--- src/rtl/round_robin_arbiter4.sv ---
// Four-way round-robin arbiter with registered one-hot grant.
// Define ARB_TIMEOUT_EN to build the HOLD_MAX grant timeout.
module round_robin_arbiter4 #(
    parameter int HOLD_MAX = 8
) (
    input  logic       clk,
    input  logic       rst,
    input  logic       en,
    input  logic [3:0] req,
    output logic [3:0] gnt,
    output logic [1:0] gnt_id,
    output logic       busy
);

    typedef enum logic {
        IDLE,
        GRANT
    } state_t;

    state_t     state;
    state_t     state_n;
    logic [1:0] ptr;
    logic [1:0] ptr_n;
    logic [1:0] id_n;
    logic [3:0] gnt_n;
    logic       new_grant;
    logic       rel;
    logic       timeout;

    if ((HOLD_MAX < 2) || (HOLD_MAX > 255)) begin : g_bad_hold
        $error("HOLD_MAX out of range 2..255");
    end

    function automatic logic [3:0] dec(input logic [1:0] id);
        logic [3:0] d;
        d = 4'b0000;
        d[id] = 1'b1;
        return d;
    endfunction

    // First set bit in the order p, p+1, p+2, p+3 (mod 4)
    function automatic logic [1:0] pick(
        input logic [3:0] r,
        input logic [1:0] p
    );
        logic [7:0] dbl;
        logic [3:0] rot;
        dbl = {r, r} >> p;
        rot = dbl[3:0];
        if (rot[0])
            return p;
        else if (rot[1])
            return p + 2'd1;
        else if (rot[2])
            return p + 2'd2;
        else
            return p + 2'd3;
    endfunction

`ifdef ARB_TIMEOUT_EN
    localparam logic [7:0] HOLD_LAST = 8'(HOLD_MAX - 1);

    logic [7:0] hold_cnt;
    logic [7:0] hold_cnt_n;

    assign timeout = (hold_cnt == HOLD_LAST)
                   && |(req & ~dec(gnt_id));

    always_comb begin
        hold_cnt_n = hold_cnt;
        if (state_n == GRANT) begin
            if (new_grant)
                hold_cnt_n = 8'd0;
            else if (hold_cnt != HOLD_LAST)
                hold_cnt_n = hold_cnt + 8'd1;
        end
    end

    always_ff @(posedge clk or posedge rst) begin
        if (rst)
            hold_cnt <= 8'd0;
        else
            hold_cnt <= hold_cnt_n;
    end
`else
    assign timeout = 1'b0;
`endif

    always_comb begin
        state_n   = state;
        ptr_n     = ptr;
        id_n      = gnt_id;
        new_grant = 1'b0;
        rel       = 1'b0;
        unique case (state)
            IDLE: begin
                if (en && (|req)) begin
                    state_n   = GRANT;
                    id_n      = pick(req, ptr);
                    new_grant = 1'b1;
                end
            end
            GRANT: begin
                rel = !en || !req[gnt_id] || timeout;
                if (rel) begin
                    // Next search starts just past the releasing owner
                    ptr_n = gnt_id + 2'd1;
                    if (en && (|req)) begin
                        id_n      = pick(req, gnt_id + 2'd1);
                        new_grant = 1'b1;
                    end else begin
                        state_n = IDLE;
                    end
                end
            end
            default: state_n = IDLE;
        endcase
        gnt_n = (state_n == GRANT) ? dec(id_n) : 4'b0000;
    end

    always_ff @(posedge clk or posedge rst) begin
        if (rst) begin
            state  <= IDLE;
            ptr    <= 2'd0;
            gnt_id <= 2'd0;
            gnt    <= 4'b0000;
        end else begin
            state  <= state_n;
            ptr    <= ptr_n;
            gnt_id <= id_n;
            gnt    <= gnt_n;
        end
    end

    assign busy = (state == GRANT);

endmodule

--- config.mk ---
export PLATFORM = sky130hd
export DESIGN_NAME = round_robin_arbiter4
export DESIGN_NICKNAME = d
export VERILOG_FILES = /design/src/rtl/round_robin_arbiter4.sv
export SDC_FILE = /design/constraint.sdc
export NUM_CORES = 1
export LEC_CHECK = 0
export ABC_CLOCK_PERIOD_IN_PS = 1900
export CELL_PAD_IN_SITES_DETAIL_PLACEMENT = 0
export CELL_PAD_IN_SITES_GLOBAL_PLACEMENT = 1
export CORE_MARGIN = 10
export CORE_UTILIZATION = 40
export CTS_BUF_LIST = sky130_fd_sc_hd__clkbuf_2
export DETAILED_ROUTE_END_ITERATION = 12
export GPL_ROUTABILITY_DRIVEN = 0
export PLACE_DENSITY_LB_ADDON = 0.1
export SLEW_MARGIN = 30
export SYNTH_ARGS = -nofsm -noshare
export SYNTH_HDL_FRONTEND = slang
export SYNTH_SLANG_ARGS = --single-unit
--- constraint.sdc ---
create_clock -name clk -period 1.9 [get_ports clk]
set_input_delay 0.38 -clock clk [delete_from_list [all_inputs] [get_ports clk]]
set_output_delay 0.38 -clock clk [all_outputs]
set_load 0.005 [all_outputs]
Word level (Yosys, flattened, before mapping)
Cells that the tools add are included.
{"block": "classes", "addsub": 7, "magnitude_cmp": 3, "n_shift": 2, "n_mux": 18, "n_bitwise": 1, "n_reduce_logical": 7}
{"operator": "2-bit 2-to-1 mux", "count": 9}
{"operator": "8-bit by 2-bit right shift with 3-bit output", "count": 2}
{"operator": "2-bit adder, second input constant", "count": 4}
{"operator": "2-bit by 1-bit adder with 2-bit output, second input constant", "count": 3}
{"operator": "2-bit by 3-bit less-than comparator with 1-bit output, second input constant", "count": 2}
{"operator": "1-bit 2-to-1 mux", "count": 4}
{"operator": "4-bit 2-to-1 mux", "count": 1}
{"operator": "2-bit one-hot mux with 2 select lines", "count": 1}
{"operator": "4-bit OR reduction", "count": 1}
{"operator": "1-bit binary-select mux with 2-bit select", "count": 1}
{"operator": "1-bit demux with 2-bit select", "count": 1}
{"operator": "2-bit by 1-bit >= comparator with 1-bit output, second input constant", "count": 1}
{"operator": "1-bit logical AND", "count": 2}
{"operator": "1-bit logical NOT", "count": 2}
{"operator": "1-bit one-hot mux with 2 select lines", "count": 1}
{"operator": "2-bit AND reduction", "count": 1}
{"operator": "1-bit logical OR", "count": 1}
{"operator": "1-bit inverter", "count": 1}
{"block": "word_totals", "register_bits": 9, "inputBits": 7, "out_inout_bits": 7, "word_cells": 42}

Longest topological paths before layout
Gate-level depths: netlist of the first run.
{"block": "depth", "word_depth": 13, "mapped_depth": 6, "ltp_nobuf": 5}

Worst setup path after synthesis of the first run
No wires, ideal clock.
{"block": "synth_path", "kind": "input -> register", "start": "input port req[0]", "end": "register gnt[1]", "setup_time_ns": 0.134, "t_arrival_ns": 1.405, "required_ns": 1.766, "setup_slack_ns": 0.362, "cell_stages": 5, "n_path_buf": 1, "path_cell_list": "buf_6 o41ai_4 a211oi_1 a2bb2oi_1 a21oi_1"}
{"block": "synth_via", "elab_chain_len": 12, "word_cells_on_any_way": 27, "classes_between": "order compare (2); shift (2); mux (18); reduce/logical (5)"}
{"element": "start, declared", "line": "9", "source": "input logic [3:0] req,"}
{"element": "8-bit by 2-bit right shift with 3-bit output", "line": "48", "source": "dbl = {r, r} >> p;"}
{"element": "2-bit 2-to-1 mux", "line": "54", "source": "else if (rot[2])"}
{"element": "2-bit 2-to-1 mux", "line": "52", "source": "else if (rot[1])"}
{"element": "2-bit 2-to-1 mux", "line": "50", "source": "if (rot[0])"}
{"element": "2-bit 2-to-1 mux", "line": "108", "source": "if (en && (|req)) begin"}
{"element": "2-bit 2-to-1 mux", "line": "105", "source": "if (rel) begin"}
{"element": "2-bit one-hot mux with 2 select lines", "line": "95", "source": "unique case (state)"}
{"element": "2-bit by 3-bit less-than comparator with 1-bit output (not written as such) / 2-bit by 1-bit >= comparator with 1-bit output (equally long branches)", "line": "37", "source": "d[id] = 1'b1;"}
{"element": "1-bit logical AND (not written as such)", "line": "37"}
{"element": "1-bit 2-to-1 mux (not written as such)", "line": "37"}
{"element": "1-bit demux with 2-bit select", "line": "37"}
{"element": "4-bit 2-to-1 mux (*)", "line": "118", "source": "gnt_n = (state_n == GRANT) ? dec(id_n) : 4'b0000;"}
{"element": "net gnt_n[1]", "line": "25", "source": "logic [3:0] gnt_n;"}
{"element": "end signal, assigned", "line": "131", "source": "gnt <= gnt_n;"}
{"element": "end, declared", "line": "10", "source": "output logic [3:0] gnt,"}
The timed path passes the listed nets; every way through them passes the cells marked *. The select of a mux whose other input is x is not followed.
A chain may end at the register's enable or synchronous reset.

Worst setup path in the final report of the first run
{"block": "layout_path", "start": "input port req[3]", "end": "register gnt[2]"}
Same word-level chain as after synthesis.

==> results of run 1 <==
-- worst max path at each step --
stage | end | slack [ns]
after floorplan | gnt[1] | 0.36
after global placement | gnt[2] | -0.24
after detailed placement | gnt[2] | -0.25
after CTS | gnt[2] | 0.02
after global routing | gnt[2] | 0.01
final | gnt[2] | 0.06
-- synthesized netlist by cell type (2+ instances only) --
| cell | instances |
|---|---|
| dfrtp_1 | 9 |
| nor3_2 | 2 |
| a21oi_1 | 6 |
| nand2_1 | 2 |
| nor2_1 | 8 |
| o211ai_1 | 2 |
| xnor2_1 | 2 |
| inv_1 | 4 |
| nand2b_1 | 2 |
| o21a_1 | 2 |
| a21oi_2 | 2 |
| o21ai_0 | 5 |
| a2bb2oi_1 | 2 |
| buf_6 | 3 |
-- layout by cell type, fill, tap and decap left out, types with 4 or more instances in the layout --
cell type / instances
buf_4: 14
clkdlybuf4s50_1: 11
dfrtp_1: 9
nor2_1: 8
a21oi_1: 6
o21ai_0: 5
inv_1: 4
clkbuf_2: 4
-- power by group --
group | switching (W) | internal (W) | total [W]
combinational | 0.000258 | 0.000360 | 0.000617
clock | 0.0000641 | 0.0000559 | 0.000120
sequential | 0.000115 | 0.000253 | 0.000368
-- sequential cells by signal (all words and copies together) (netlist names) --
| register | cells |
|---|---|
| busy | 1 |
| ptr | 2 |
| gnt_id | 2 |
| gnt | 4 |
-- cell type report --
class	count	area [µm²]	share of cell area [%]
Clock buffer	4	20.0	2.02
Inverter	5	18.8	1.89
Multi-Input combinational cell	58	460	46.4
Sequential cell	9	225	22.7
Tap cell	25	31.3	3.15
Timing Repair Buffer	27	236	23.8
-- critical path, cell delays in order --
cell and delay, ns:
clkdlybuf4s50_1 0.56, nand2b_1 0.13, a21boi_1 0.07, o311a_1 0.37, or3_4 0.36, nor3_2 0.14
-- timing repair --
item,CTS,global route
setup endpoints to repair,1,2
gates resized for setup,1,1
setup buffers,0,0
endpoints found under the hold margin,0,0
-- per-stage QoR --
stage	hold WS [ns]	TNS (ns)	setup slack, ns
6_report	0.392	0	0.0597
2_1_floorplan	0.208	0	0.362
3_3_place_gp	0.634	-1.29	-0.245
4_1_cts	0.392	0	0.0245
5_1_grt	0.428	0	0.0134
3_5_place_dp	0.658	-1.27	-0.252
-- cell families (layout without fill, tap and decap cells) --
kind of cell              count (synthesis)  count (layout)  synth area share (%)
muxes                                     2               2                  4.31
and+or+nand+nor                          24              24                  23.2
xor gates and xnor gates                  2               2                  2.32
buffers and inverters                    11              36                  9.12
DFF                                       9               9                  29.9
AOI/OAI and AO/OA                        30              30                  31.2
-- metal layers --
metal	vias up	global-route usage, %	wire length [µm]
met3	4	2.30	69
met1	318	12.2	876
met5	-	0	0
met2	15	16.1	919
li1	342	-	-
met4	0	4.10	37
==> results.md, run 1 <==
* GR Util All Layers at 9.92%
* Slew at the pin closest to its max-slew limit at 0.365 ns
* Hold violation count in the final report at 0
* Leakage at 0.441 nW
* Filler-free cell count of the finished design at 128
* Proportion of netlist area held by the largest area contributor at 29.9%
* Achievable Freq at 0.543 GHz
* Iter 0 DRT Violations at 14
* Run status: finished, final reports clean
* Clock slew at reported path FFs at 0.09 ns
* Finish-stage setup viols at 0
* DP HPWL at 1.50 mm
* Yosys warnings at 0
* Number of distinct standard cells referenced by the synthesized netlist at 41
* Share of post-route cells with drive strength above 1 at 31.1%
* Synthesized Nets at 85
* VDD IR max at 586 µV
* Die outline width at 63.4 µm
* Vias/cell at 5.30
* Instance count after placement with tap cells included at 124
* Number of max-slew violations in the final report at 0
* Vias in the first global route at 691
* Max clock buf depth at 2
* ANT nets after route at 0
* R2R depth at 6
* Type of destination of the critical path: register
* Slack of the worst reg-to-reg path at 0.23 ns
* CTS Buf Count at 3
* Instance count of the mapped netlist at 78
* Clock latency reported for the late side of the worst-skew pair at 0.24 ns
* Post-detailed-route wirelength per cell at 14.9 µm
* Post-detailed-placement cell area at 971 µm²
* Final-layout fill cell count at 176
* RSZ-0062 raised after global routing: false
* Area growth from synthesis to final layout at 31.5%
* Remaining routing DRC violations at 0
* CTS root buffer: clkbuf_2
* Final core utilization at 56.2%
* Fraction of synthesis flops using an asynchronous set or reset pin at 100%
* Post-route cell area at 992 µm²
* Vias post-DR at 679
* Clock H-tree levels at 1
* Initial antenna violation count at 0
* Initial Util at 42.8%
* Post-route clock skew at 0.00328 ns
* Biggest area consumer among synthesized cells: dfrtp_1
* Total power draw at 0.00111 W
* Final Routed Wirelength at 1.90 mm
* Maximum number of pins on one net before global-route repair at 12
* Number of hold-repair buffers added at the cts stage at 0
* Dominant cells by area after synthesis: dfrtp_1 (30%), buf_6 (4.5%), a21oi_1 (4.0%)
* Die Outline Area at 4020 µm²
* Dominant register cell in the synthesized netlist: dfrtp_1
* Number of sinks on the clock net at 9
* Register bit count reported by yosys at 9
* IO buf count at 13
* Vert. Die Dim at 63.4 µm
* Site row count at 15
* I/O pins at 14
* Ratio of final minimum period to clock period at 96.9%
* Post-synthesis instance area at 754 µm²
* Nets@finish at 111
* Worst endpoint required time at 2.06 ns
* Slew headroom at 75.7%
* Portion of the post-synthesis area used by sequential elements at 29.9%
* Clock tree from TritonCTS: built
* Max-capacitance violation count at 0
* Number of iterations in the first detailed-routing pass at 4
* CP Launch Type: primary input
* Category of the most critical setup path: primary input to register
* First-pass GRT wire length at 3.26 mm
* Power per Cell Area at 1110 nW/µm²
* Synthesized area divided by synthesized cell count at 9.67 µm²
* Reg2reg end: gnt[2]
* Peak fanout along the critical path at 5
* Post-synth EDFFs at 0
* Beginning of the critical path: req[3]
* Class of the tightest hold or removal check: primary input to async pin
* Final min period at 1.84 ns
* Source of the worst register-to-register timing path: gnt_id[0]
* Arrival time reported for the critical path endpoint at 2.00 ns
* Global route overflow at 0
* Area of the core at 1760 µm²
* Number of inserted diodes at 0
No activity file was read; power rests on OpenSTA's default activity.
==> run 2, diff against run 1 <==
--- a/config.mk
+++ b/config.mk
@@ -5,12 +5,12 @@
 export SDC_FILE = /design/constraint.sdc
 export NUM_CORES = 1
 export LEC_CHECK = 0
-export ABC_CLOCK_PERIOD_IN_PS = 1900
 export CELL_PAD_IN_SITES_DETAIL_PLACEMENT = 0
 export CELL_PAD_IN_SITES_GLOBAL_PLACEMENT = 1
 export CORE_MARGIN = 10
 export CORE_UTILIZATION = 40
 export CTS_BUF_LIST = sky130_fd_sc_hd__clkbuf_2
+export CTS_CLUSTER_SIZE = 10
 export DETAILED_ROUTE_END_ITERATION = 12
 export GPL_ROUTABILITY_DRIVEN = 0
 export PLACE_DENSITY_LB_ADDON = 0.1
==> results of run 2 <==
The final DEF is identical to that of run 1; final timing and power are the same.
==> run 3, diff against run 2 <==
--- a/config.mk
+++ b/config.mk
@@ -14,7 +14,7 @@
 export DETAILED_ROUTE_END_ITERATION = 12
 export GPL_ROUTABILITY_DRIVEN = 0
 export PLACE_DENSITY_LB_ADDON = 0.1
-export SLEW_MARGIN = 30
+export SLEW_MARGIN = 5
 export SYNTH_ARGS = -nofsm -noshare
 export SYNTH_HDL_FRONTEND = slang
 export SYNTH_SLANG_ARGS = --single-unit
==> results of run 3 <==
The final DEF is identical to that of run 1; final timing and power are the same.
